[config.mk]
export PLATFORM = sky130hd
export DESIGN_NAME = led_cmd_ctrl
export DESIGN_NICKNAME = d
export VERILOG_FILES = /design/src/rtl/led_cmd_ctrl.sv
export SDC_FILE = /design/constraint.sdc
export NUM_CORES = 1
export LEC_CHECK = 0
export CAP_MARGIN = 30
export CELL_PAD_IN_SITES_DETAIL_PLACEMENT = 2
export CELL_PAD_IN_SITES_GLOBAL_PLACEMENT = 2
export CORE_AREA = 5 5 86 88
export DETAILED_ROUTE_END_ITERATION = 10
export DIE_AREA = 0 0 91 93
export PLACE_DENSITY = 0.93
export SLEW_MARGIN = 20
export SYNTH_ARGS = -nofsm -noshare
export SYNTH_HDL_FRONTEND = slang
export SYNTH_SLANG_ARGS = --single-unit
[constraint.sdc]
create_clock -name clk -period 4.9 [get_ports clk]
set_input_delay 0.735 -clock clk [delete_from_list [all_inputs] [get_ports clk]]
set_output_delay 0.735 -clock clk [all_outputs]
set_load 0.1 [all_outputs]
[src/rtl/led_cmd_ctrl.sv]
// rtl/led_cmd_ctrl.sv - UART single-character command decoder driving the blinker enable.
// Accepts one command per response handshake; a 'P' pulse timer runs independently of the FSM.
module led_cmd_ctrl #(
   parameter logic [31:0] CLOCK_FREQUENCY = 32'd33_000_000,
   parameter logic [31:0] PULSE_MS        = 32'd1000
) (
   input  logic       clk,
   input  logic       rst,
   input  logic [7:0] rx_data,
   input  logic       rx_valid,
   output logic [7:0] tx_data,
   output logic       tx_valid,
   input  logic       tx_ready,
   output logic       blink_enable,
   output logic       pulse_active,
   output logic       overrun
);

   localparam logic [31:0] PULSE_CYCLES = (CLOCK_FREQUENCY / 32'd1000) * PULSE_MS;

   typedef enum logic {IDLE, RESP} state_t;

   state_t      state, state_next;
   logic [31:0] count, count_next;
   logic        blink_next, pulse_next, tx_valid_next, overrun_next;
   logic [7:0]  tx_data_next;
   logic        expire;

   always_ff @(posedge clk or posedge rst) begin
      if (rst) begin
         state        <= IDLE;
         count        <= 32'd0;
         blink_enable <= 1'b0;
         pulse_active <= 1'b0;
         tx_valid     <= 1'b0;
         tx_data      <= 8'h00;
         overrun      <= 1'b0;
      end else begin
         state        <= state_next;
         count        <= count_next;
         blink_enable <= blink_next;
         pulse_active <= pulse_next;
         tx_valid     <= tx_valid_next;
         tx_data      <= tx_data_next;
         overrun      <= overrun_next;
      end
   end

   assign expire = pulse_active && (count == PULSE_CYCLES - 32'd1);

   always_comb begin
      state_next    = state;
      blink_next    = blink_enable;
      pulse_next    = pulse_active;
      count_next    = pulse_active ? count + 32'd1 : count;
      tx_valid_next = tx_valid;
      tx_data_next  = tx_data;
      overrun_next  = 1'b0;

      // Expiry is applied first so that a command accepted on the same edge overrides it.
      if (expire) begin
         blink_next = 1'b0;
         pulse_next = 1'b0;
         count_next = 32'd0;
      end

      case (state)
         IDLE: begin
            if (rx_valid) begin
               state_next    = RESP;
               tx_valid_next = 1'b1;
               tx_data_next  = 8'h4B;
               case (rx_data)
                  8'h31: begin
                     blink_next = 1'b1;
                     pulse_next = 1'b0;
                     count_next = 32'd0;
                  end
                  8'h30: begin
                     blink_next = 1'b0;
                     pulse_next = 1'b0;
                     count_next = 32'd0;
                  end
                  8'h54: begin
                     blink_next = ~blink_enable;
                     pulse_next = 1'b0;
                     count_next = 32'd0;
                  end
                  8'h50: begin
                     blink_next = 1'b1;
                     pulse_next = 1'b1;
                     count_next = 32'd0;
                  end
                  8'h3F:   tx_data_next = blink_enable ? 8'h31 : 8'h30;
                  default: tx_data_next = 8'h45;
               endcase
            end
         end
         RESP: begin
            // Bytes arriving while a response is outstanding are dropped, handshake edge included.
            overrun_next = rx_valid;
            if (tx_ready) begin
               state_next    = IDLE;
               tx_valid_next = 1'b0;
            end
         end
         default: state_next = IDLE;
      endcase
   end

endmodule
=== Word level (Yosys, flattened, before mapping) ===
Cells that the tools add are included.

* Flip-flop bits (word level): 45
* Latch bits: 0
* RAM bits: 0
* Bits in read-only memories: 0
* Input bits: 12
* Output and inout port bits: 12
* Logic and storage cells: 46
* Memories: 0

* Add/subtract/negate cells: 1
* Multiply operators: 0
* Div/mod/pow operators: 0
* $lt $le $gt $ge: 0
* Eq/ne operators: 8
* Shifts and indexed selects: 0
* Multiplexer cells: 22
* Bitwise gates (word level): 2
* Reductions and logical operators: 6

{| class="wikitable"
|+ Operators by type and width
! kind !! count
|-
| 32-bit two-way mux || 5
|-
| 32-bit by 1-bit adder with 32-bit output (second input constant) || 1
|-
| 32-bit by 25-bit == test with 1-bit output (second input constant) || 1
|-
| 8-bit by 6-bit == test with 1-bit output (second input constant) || 3
|-
| 8-bit by 7-bit == test with 1-bit output (second input constant) || 2
|-
| 7-bit one-hot mux with 2 select lines || 1
|-
| 1-bit two-way mux || 12
|-
| 1-bit one-hot mux with 2 select lines || 3
|-
| 2-bit inequality test (second input constant) || 2
|-
| 2-bit AND reduction || 2
|-
| 4-bit OR reduction || 1
|-
| 1-bit one-hot mux with 3 select lines || 1
|-
| 3-bit OR reduction || 1
|-
| 1-bit NOT || 2
|-
| 2-bit OR reduction || 1
|-
| 1-bit logical AND || 1
|}

=== Longest topological paths before layout ===
Gate-level depths: netlist of the first run.

* Depth after elaboration: 6
* Mapped depth: 8
* Mapped depth without buffers: 5

=== Least setup slack after synthesis of the first run ===
No wires, ideal clock.

* Kind: flip-flop to flip-flop
* From: register pulse_active
* To: register count[28]
* Setup time: 0.087 ns
* Arrival time: 2.567 ns
* Data required time: 4.813 ns
* Setup slack: 2.246 ns
* Stages on the path, launching flop included: 7
* Buffers on the path: 2
* Period minus slack after synthesis: 2.654 ns
* Path through: dfrtp_1 > clkbuf_8 > nand2_1 > or4_4 > buf_6 > or4_4 > a211oi_2

* Cells in the longest elaborated chain, start to end: 5
* Elaborated cells between the ends (all ways): 6
* Those cells by class: 5 x mux; 1 x reduce/logical

{| class="wikitable"
|+ Ends and longest elaborated chain
! what !! line !! text
|-
| start: declaration || 15 || <nowiki>output logic pulse_active,</nowiki>
|-
| start signal: assignment || 42 || <nowiki>pulse_active <= pulse_next;</nowiki>
|-
| 32-bit two-way mux or 1-bit logical AND (tied branches) || 55, 49 ||
|-
| 32-bit two-way mux * || 61 || <nowiki>if (expire) begin</nowiki>
|-
| 32-bit two-way mux || 73 || <nowiki>case (rx_data)</nowiki>
|-
| 32-bit two-way mux || 69 || <nowiki>if (rx_valid) begin</nowiki>
|-
| 32-bit two-way mux * || 67 || <nowiki>case (state)</nowiki>
|-
| net count_next[28] || 24 || <nowiki>logic [31:0] count, count_next;</nowiki>
|-
| end signal: assignment || 40 || <nowiki>count <= count_next;</nowiki>
|-
| end: declaration || 24 ||
|}

The timed path passes the listed nets; every way through them passes the cells marked *.
A chain may end at the register's enable or synchronous reset.

=== Worst setup path after layout of the first run ===
* From: input rx_valid
* To: register count[12]

* Cells in the longest elaborated chain, start to end: 2

{| class="wikitable"
|+ Ends and longest elaborated chain
! what !! line !! text
|-
| start: declaration || 10 || <nowiki>input logic rx_valid,</nowiki>
|-
| 32-bit two-way mux || 69 ||
|-
| 32-bit two-way mux || 67 ||
|-
| net count_next[12] || 24 ||
|}

The timed path passes the listed nets, and every way through them passes these cells.

==> metrics, run 1 <==
post-synthesis sequential area ratio ~43%; Worst EP required about 5.1 ns; area share of fa/ha/maj cells after synthesis less than 1%; CTS buffer count 5; CP Capture Type register; Max Fclk about 0.35 GHz; final antenna diode count 0; simple-gate share of the synthesized area 30.4%; DRC errors left 0; Synth Area in XOR/XNOR 3.96%; GR Util All Layers 16.6%; crit-path max cell delay approximately 0.86 ns; WL final 7000 um; Synth area leaders dfrtp_1 (43%), a211oi_1 (4.3%), nand4_1 (3.3%); Slew Limit Headroom 34.7%; Synth Area in Compound Gates 14.8%; Via density between 6 and 7; FF+latch count, synth 42; Hold Buf Count CTS 0; routed vias 2132; Power Density 493 nW/um^2; TritonRoute pass-1 iters 4; post-synth top area share between 40% and 50%; largest family of logic cells by synthesized area simple AND/OR/NAND/NOR gates; Routability Congestion 0.800; initial antenna violation count 0; Avg Cell Area, Syn 9.42 sq um; post-cts resize count 0; max-cap violations 0; # setup viols final 0; Synth top cells by count dfrtp_1 (42), nand2_1 (20), a211oi_1 (14); # IOs 24; Final Total Pwr 0.00138 W; post-synth cell types 48; die area 8460 sq um; Synth warnings 0; Layout Skew 0.0113 ns; Fin. Hold Viols 0; Finished Cell Area 2790 sq um; most frequent cell after synthesis dfrtp_1; DP Area about 2600 sq um; post-route setup TNS 0 ns; grt total ovfl 0; WP data arrival 3.04 ns; post-synth design cell area 2430 sq um; Least-Margin Pin Slew 0.976 ns; DRT antenna net count 0; crit-path cells clkdlybuf4s50_1, nor2b_1, o2111a_1, buf_4, a211oi_1; Hold Crit Class register to register; DPL Wire Length 4780 um; DRT iter0 DRCs 159; later-pin clock latency in the skew report around 0.3 ns; largest net degree at the start of global routing 43; Primary FF master, synth dfrtp_1; crit share post-route roughly three fifths; CTS tree built; number of setup buffers added after CTS 0; leakage 1.06 nW; area of the multi-input gates 1230 sq um; Post-synth EDFFs 0; Post-Synthesis Cells roughly 260; Die Span X 91 um; VDD IR max 0.225 mV; Clk pin slew, worst setup/hold paths approximately 0.080 ns; crit-path max FO 23; fin util 42.5%; Row Count 30; layout cells sized above 1 about 8.5%; initial core utilization 37.0%; Root Buffer clkbuf_8; clock period minus worst slack 2.87 ns; Sink Count 42; CP top delay family compound AO/OA/AOI/OAI gates; P&R area growth vs syn 15.0%; vias in the first global route ~2200; register area 1050 sq um; worst slack, placed 1.75 ns; RSZ-0062 raised after global routing no; area leader, netlist dfrtp_1; CORE AREA 6570 sq um; drt wl/cell 19.9 um; CTS Buffer Depth 2; syn_nets 271; Final WS setup 2.03 ns; Pins Over Slew Limit 0; status completed; mux cell area share after synthesis less than 1%; Setup CP Type input port to register; first-pass GRT wire length 11400 um; CP max stage cell o2111a_1; H-tree depth 2; Setup crit start kind input port; number of port buffers 22; fillcell total between 700 and 800; Layout Nets approximately 280; Async S/R FF share, synth 100%; die height a little over 90 um; CP Buf/Inv Count 2
==> metal layers <==
metal | up-vias | wire length (um) | global-route usage (%) | share of wire (%)
li1 | 994 | - | - | -
met1 | 1098 | 3240 | 21.4 | 46
met2 | 32 | 3470 | 28.1 | 50
met3 | 8 | 188 | 2.57 | 2.7
met4 | 0 | 102 | 5.87 | 1.5
met5 | - | 0 | 0 | 0
==> registers in the layout (all words and copies together) (netlist names) <==
| register | cells |
|---|---|
| pulse_active | 1 |
| count | 32 |
| blink_enable | 1 |
| tx_valid | 1 |
| state | 1 |
| overrun | 1 |
| tx_data | 5 |
==> placed cells by master (no fill, tap or decap), drive strengths merged, types with 4 or more instances in the layout <==
| cell | Yosys | layout |
|---|---|---|
| a211oi | 16 | 16 |
| and3 | 11 | 11 |
| and4 | 4 | 4 |
| buf | 9 | 4 |
| clkbuf | 12 | 6 |
| clkdlybuf4s50 | 0 | 22 |
| dfrtp | 42 | 42 |
| nand2 | 21 | 21 |
| nand3 | 11 | 11 |
| nand4 | 13 | 13 |
| nor2 | 12 | 12 |
| nor3 | 13 | 13 |
| nor4 | 7 | 7 |
| o21ai | 10 | 10 |
| o31ai | 10 | 10 |
| or3 | 11 | 11 |
| or4 | 10 | 10 |
| xnor2 | 5 | 5 |
| xor2 | 6 | 6 |
==> final cells by class <==
class | count | share of cell area (%)
multi-input cells | 191 | 44.1
flip-flops and latches | 42 | 37.6
repair buffers | 26 | 9.09
well taps | 80 | 3.58
clock buffers | 6 | 2.96
clock inverters | 2 | 2.15
inverters | 4 | 0.537
==> stage by stage <==
stage / instances / hold WS, ns
final: 351 / 0.498
after CTS: 350 / 0.505
after floorplan: 258 / 0.487
after detailed placement: 342 / 0.485
after global placement: 342 / 0.466
after global routing: 351 / 0.540
==> report_power, final <==
part | total [W] | internal, W | switching [W]
Combinational | 0.000445 | 0.000163 | 0.000283
Clock | 0.000346 | 0.000217 | 0.000128
Sequential | 0.000587 | 0.000438 | 0.000149
Total | 0.00138 | 0.000818 | 0.000560
==> cells by family (layout without fill, tap and decap cells) <==
logic type,Yosys count,in the layout
other,1,1
flip-flops,42,42
buffers and inverters,25,38
AO/OA/AOI/OAI,50,50
adder cells (fa/ha/maj),1,1
XOR/XNOR,11,11
AND/OR/NAND/NOR,127,127
multiplexers,1,1
==> final timing paths <==
| kind | from | endpoint | slack, ns | depth (start not counted) |
|---|---|---|---|---|
| max | rx_valid | count[12]$_DFF_PP0_ | 2.03 | 5 |
| min | tx_data[6]$_DFFE_PP0P_ | tx_data[6]$_DFFE_PP0P_ | 0.50 | 1 |
| max reg2reg | count[0]$_DFF_PP0_ | blink_enable$_DFF_PP0_ | 2.49 | 6 |
| min reg2reg | tx_data[6]$_DFFE_PP0P_ | tx_data[6]$_DFFE_PP0P_ | 0.50 | 1 |
| max in group asynchronous | rst | count[8]$_DFF_PP0_ | 3.61 | 3 |
| min in group asynchronous | rst | count[28]$_DFF_PP0_ | 0.88 | 3 |
(Power assumes the default switching activity.)
==> run 2: changes to the inputs <==
Settings changed: CORE_AREA 5 5 86 88 to 5 5 89 91, DIE_AREA 0 0 91 93 to 0 0 94 96, PLACE_DENSITY 0.93 to 0.88.
Clock period 4.9 ns to 2.7 ns, I/O delays scaled along.
==> metrics, run 2 (synthesis gave the netlist of run 1 again) <==
status completed; Finished Layout Cells 372; vias in the first global route 2373; CORE AREA approximately 7000 sq um; die area 9020 sq um; crit-path cells ha_1, nand3_2, or4_1, or4_1, a211oi_2; Max Fclk 0.450 GHz; clock period minus worst slack 2.22 ns; TritonRoute pass-1 iters 4; final antenna diode count 0; post-cts resize count 0; Top Registers count x32, tx_data x5; # IOs 24; Fin Hold WS 0.504 ns; crit-path max FO 7; number of port buffers 22; WL final 7140 um; Worst EP required 2.93 ns; initial antenna violation count 0; CP top delay family simple AND/OR/NAND/NOR gates; met2 global-route usage about a third; CTS buffer count 5; Routability Congestion around 0.73; routed vias 2125; DRT iter0 DRCs 82; GR Util All Layers 16.8%; CP Buf/Inv Count 0; # setup viols final 0; Setup crit start kind register; Slew Limit Headroom 61.1%; fin util 39.2%; Root Buffer clkbuf_8; Layout Skew 0.00800 ns; crit share post-route just over 80%; Pins Over Slew Limit 0; H-tree depth 2; placed cell count 364; DRC errors left 0; Least-Margin Pin Slew just under 0.6 ns; Hold Crit Class register to register; M1 GR Usage 19.8%; Layout Nets 285; DPL Wire Length 5190 um; CTS Buffer Depth 2; VDD IR max roughly 0.24 mV; leakage ~1.1 nW; Setup CP Type register to register; grt met3 use 2.35%; Hold Buf Count CTS 0; Fin. Hold Viols 0; post-route setup TNS 0 ns; first-pass GRT wire length 12000 um; Final WS setup between 0.4 and 0.5 ns; Via density around 5.7; crit-path max cell delay 0.65 ns; register bank with the most flops count; number of setup buffers added after CTS 0; P&R area growth vs syn 13.9%; leading cell types in the layout, fill and taps excluded dfrtp_1 (42), nand2_1 (20), buf_4 (16); later-pin clock latency in the skew report 0.30 ns; Sink Count 42; RSZ-0062 raised after global routing no; WP data arrival 2.45 ns; CP max stage cell or4_1; most frequent CP cell or4_1; initial core utilization 34.4%; Power Density 836 nW/um^2; DRT antenna net count 0; largest net degree at the start of global routing 43; die height roughly 96 um; CTS tree built; Die Span X 94 um; CP Capture Type register; global routing's busiest layer met2; commonest non-fill, non-tap cell in the layout dfrtp_1; max-cap violations 0; Largest register FFs 32; Clk pin slew, worst setup/hold paths roughly 0.090 ns; layout cells sized above 1 between 10% and 20%; drt wl/cell ~19 um; grt total ovfl 0; worst slack, placed roughly 0.47 ns; Row Count 31
run 2: cell types whose count changed in the layout (fill, tap and decap cells not counted), sizes merged:
cell,previous run,this run
clkdlybuf4s50,22,11
clkinv,1,2
bufinv,2,0
buf,4,17
clkinvlp,0,1
run 2: through the flow:
| step | area (sq um) | power (W) |
|---|---|---|
| floorplan | 2430 | 0.00163 |
| detailed placement | 2670 | 0.00188 |
| global placement | 2670 | 0.00181 |
| global route | 2770 | 0.00248 |
| finish | 2770 | 0.00231 |
| CTS | 2770 | 0.00234 |
run 2: final timing paths:
kind                            slack [ns]                     end              startpoint  cells past startpoint
worst max-delay path                  0.48     count[26]$_DFF_PP0_      count[1]$_DFF_PP0_                      5
worst min-delay path                  0.50  tx_data[6]$_DFFE_PP0P_  tx_data[6]$_DFFE_PP0P_                      1
worst max register to register        0.48     count[26]$_DFF_PP0_      count[1]$_DFF_PP0_                      5
worst min register to register        0.50  tx_data[6]$_DFFE_PP0P_  tx_data[6]$_DFFE_PP0P_                      1
max in group asynchronous             1.78      count[5]$_DFF_PP0_                     rst                      3
min in group asynchronous             0.54       overrun$_DFF_PP0_                     rst                      3
run 2: layout make-up:
| cell class | instances | area [sq um] |
|---|---|---|
| tap | 99 | 124 |
| multi-input combinational | 191 | 1230 |
| sequential | 42 | 1050 |
| fill | 801 | 4290 |
| clock buffer | 6 | 82.6 |
| inverter | 4 | 15.0 |
| timing repair buffer | 28 | 250 |
| clock inverter | 2 | 12.5 |
run 2: worst reg2reg max path, cell delays in order, from the launching register on:
cell,delay (ns)
dfrtp_1,0.40
ha_1,0.24
nand3_2,0.09
or4_1,0.65
or4_1,0.54
a211oi_2,0.22
run 2: power breakdown:
group | switching [W] | total (W) | leakage, nW | internal [W]
Sequential | 0.000275 | 0.00107 | 0.459 | 0.000795
Clock | 0.000231 | 0.000437 | 0.0472 | 0.000206
Combinational | 0.000512 | 0.000804 | 0.553 | 0.000292
run 2: layer usage:
| layer | routed length (um) | vias to the layer above | share of wire, % |
|---|---|---|---|
| li1 | - | 992 | - |
| met1 | 3110 | 1105 | 44 |
| met2 | 3810 | 21 | 53 |
| met3 | 135 | 7 | 1.9 |
| met4 | 91 | 0 | 1.3 |
| met5 | 0 | - | 0 |
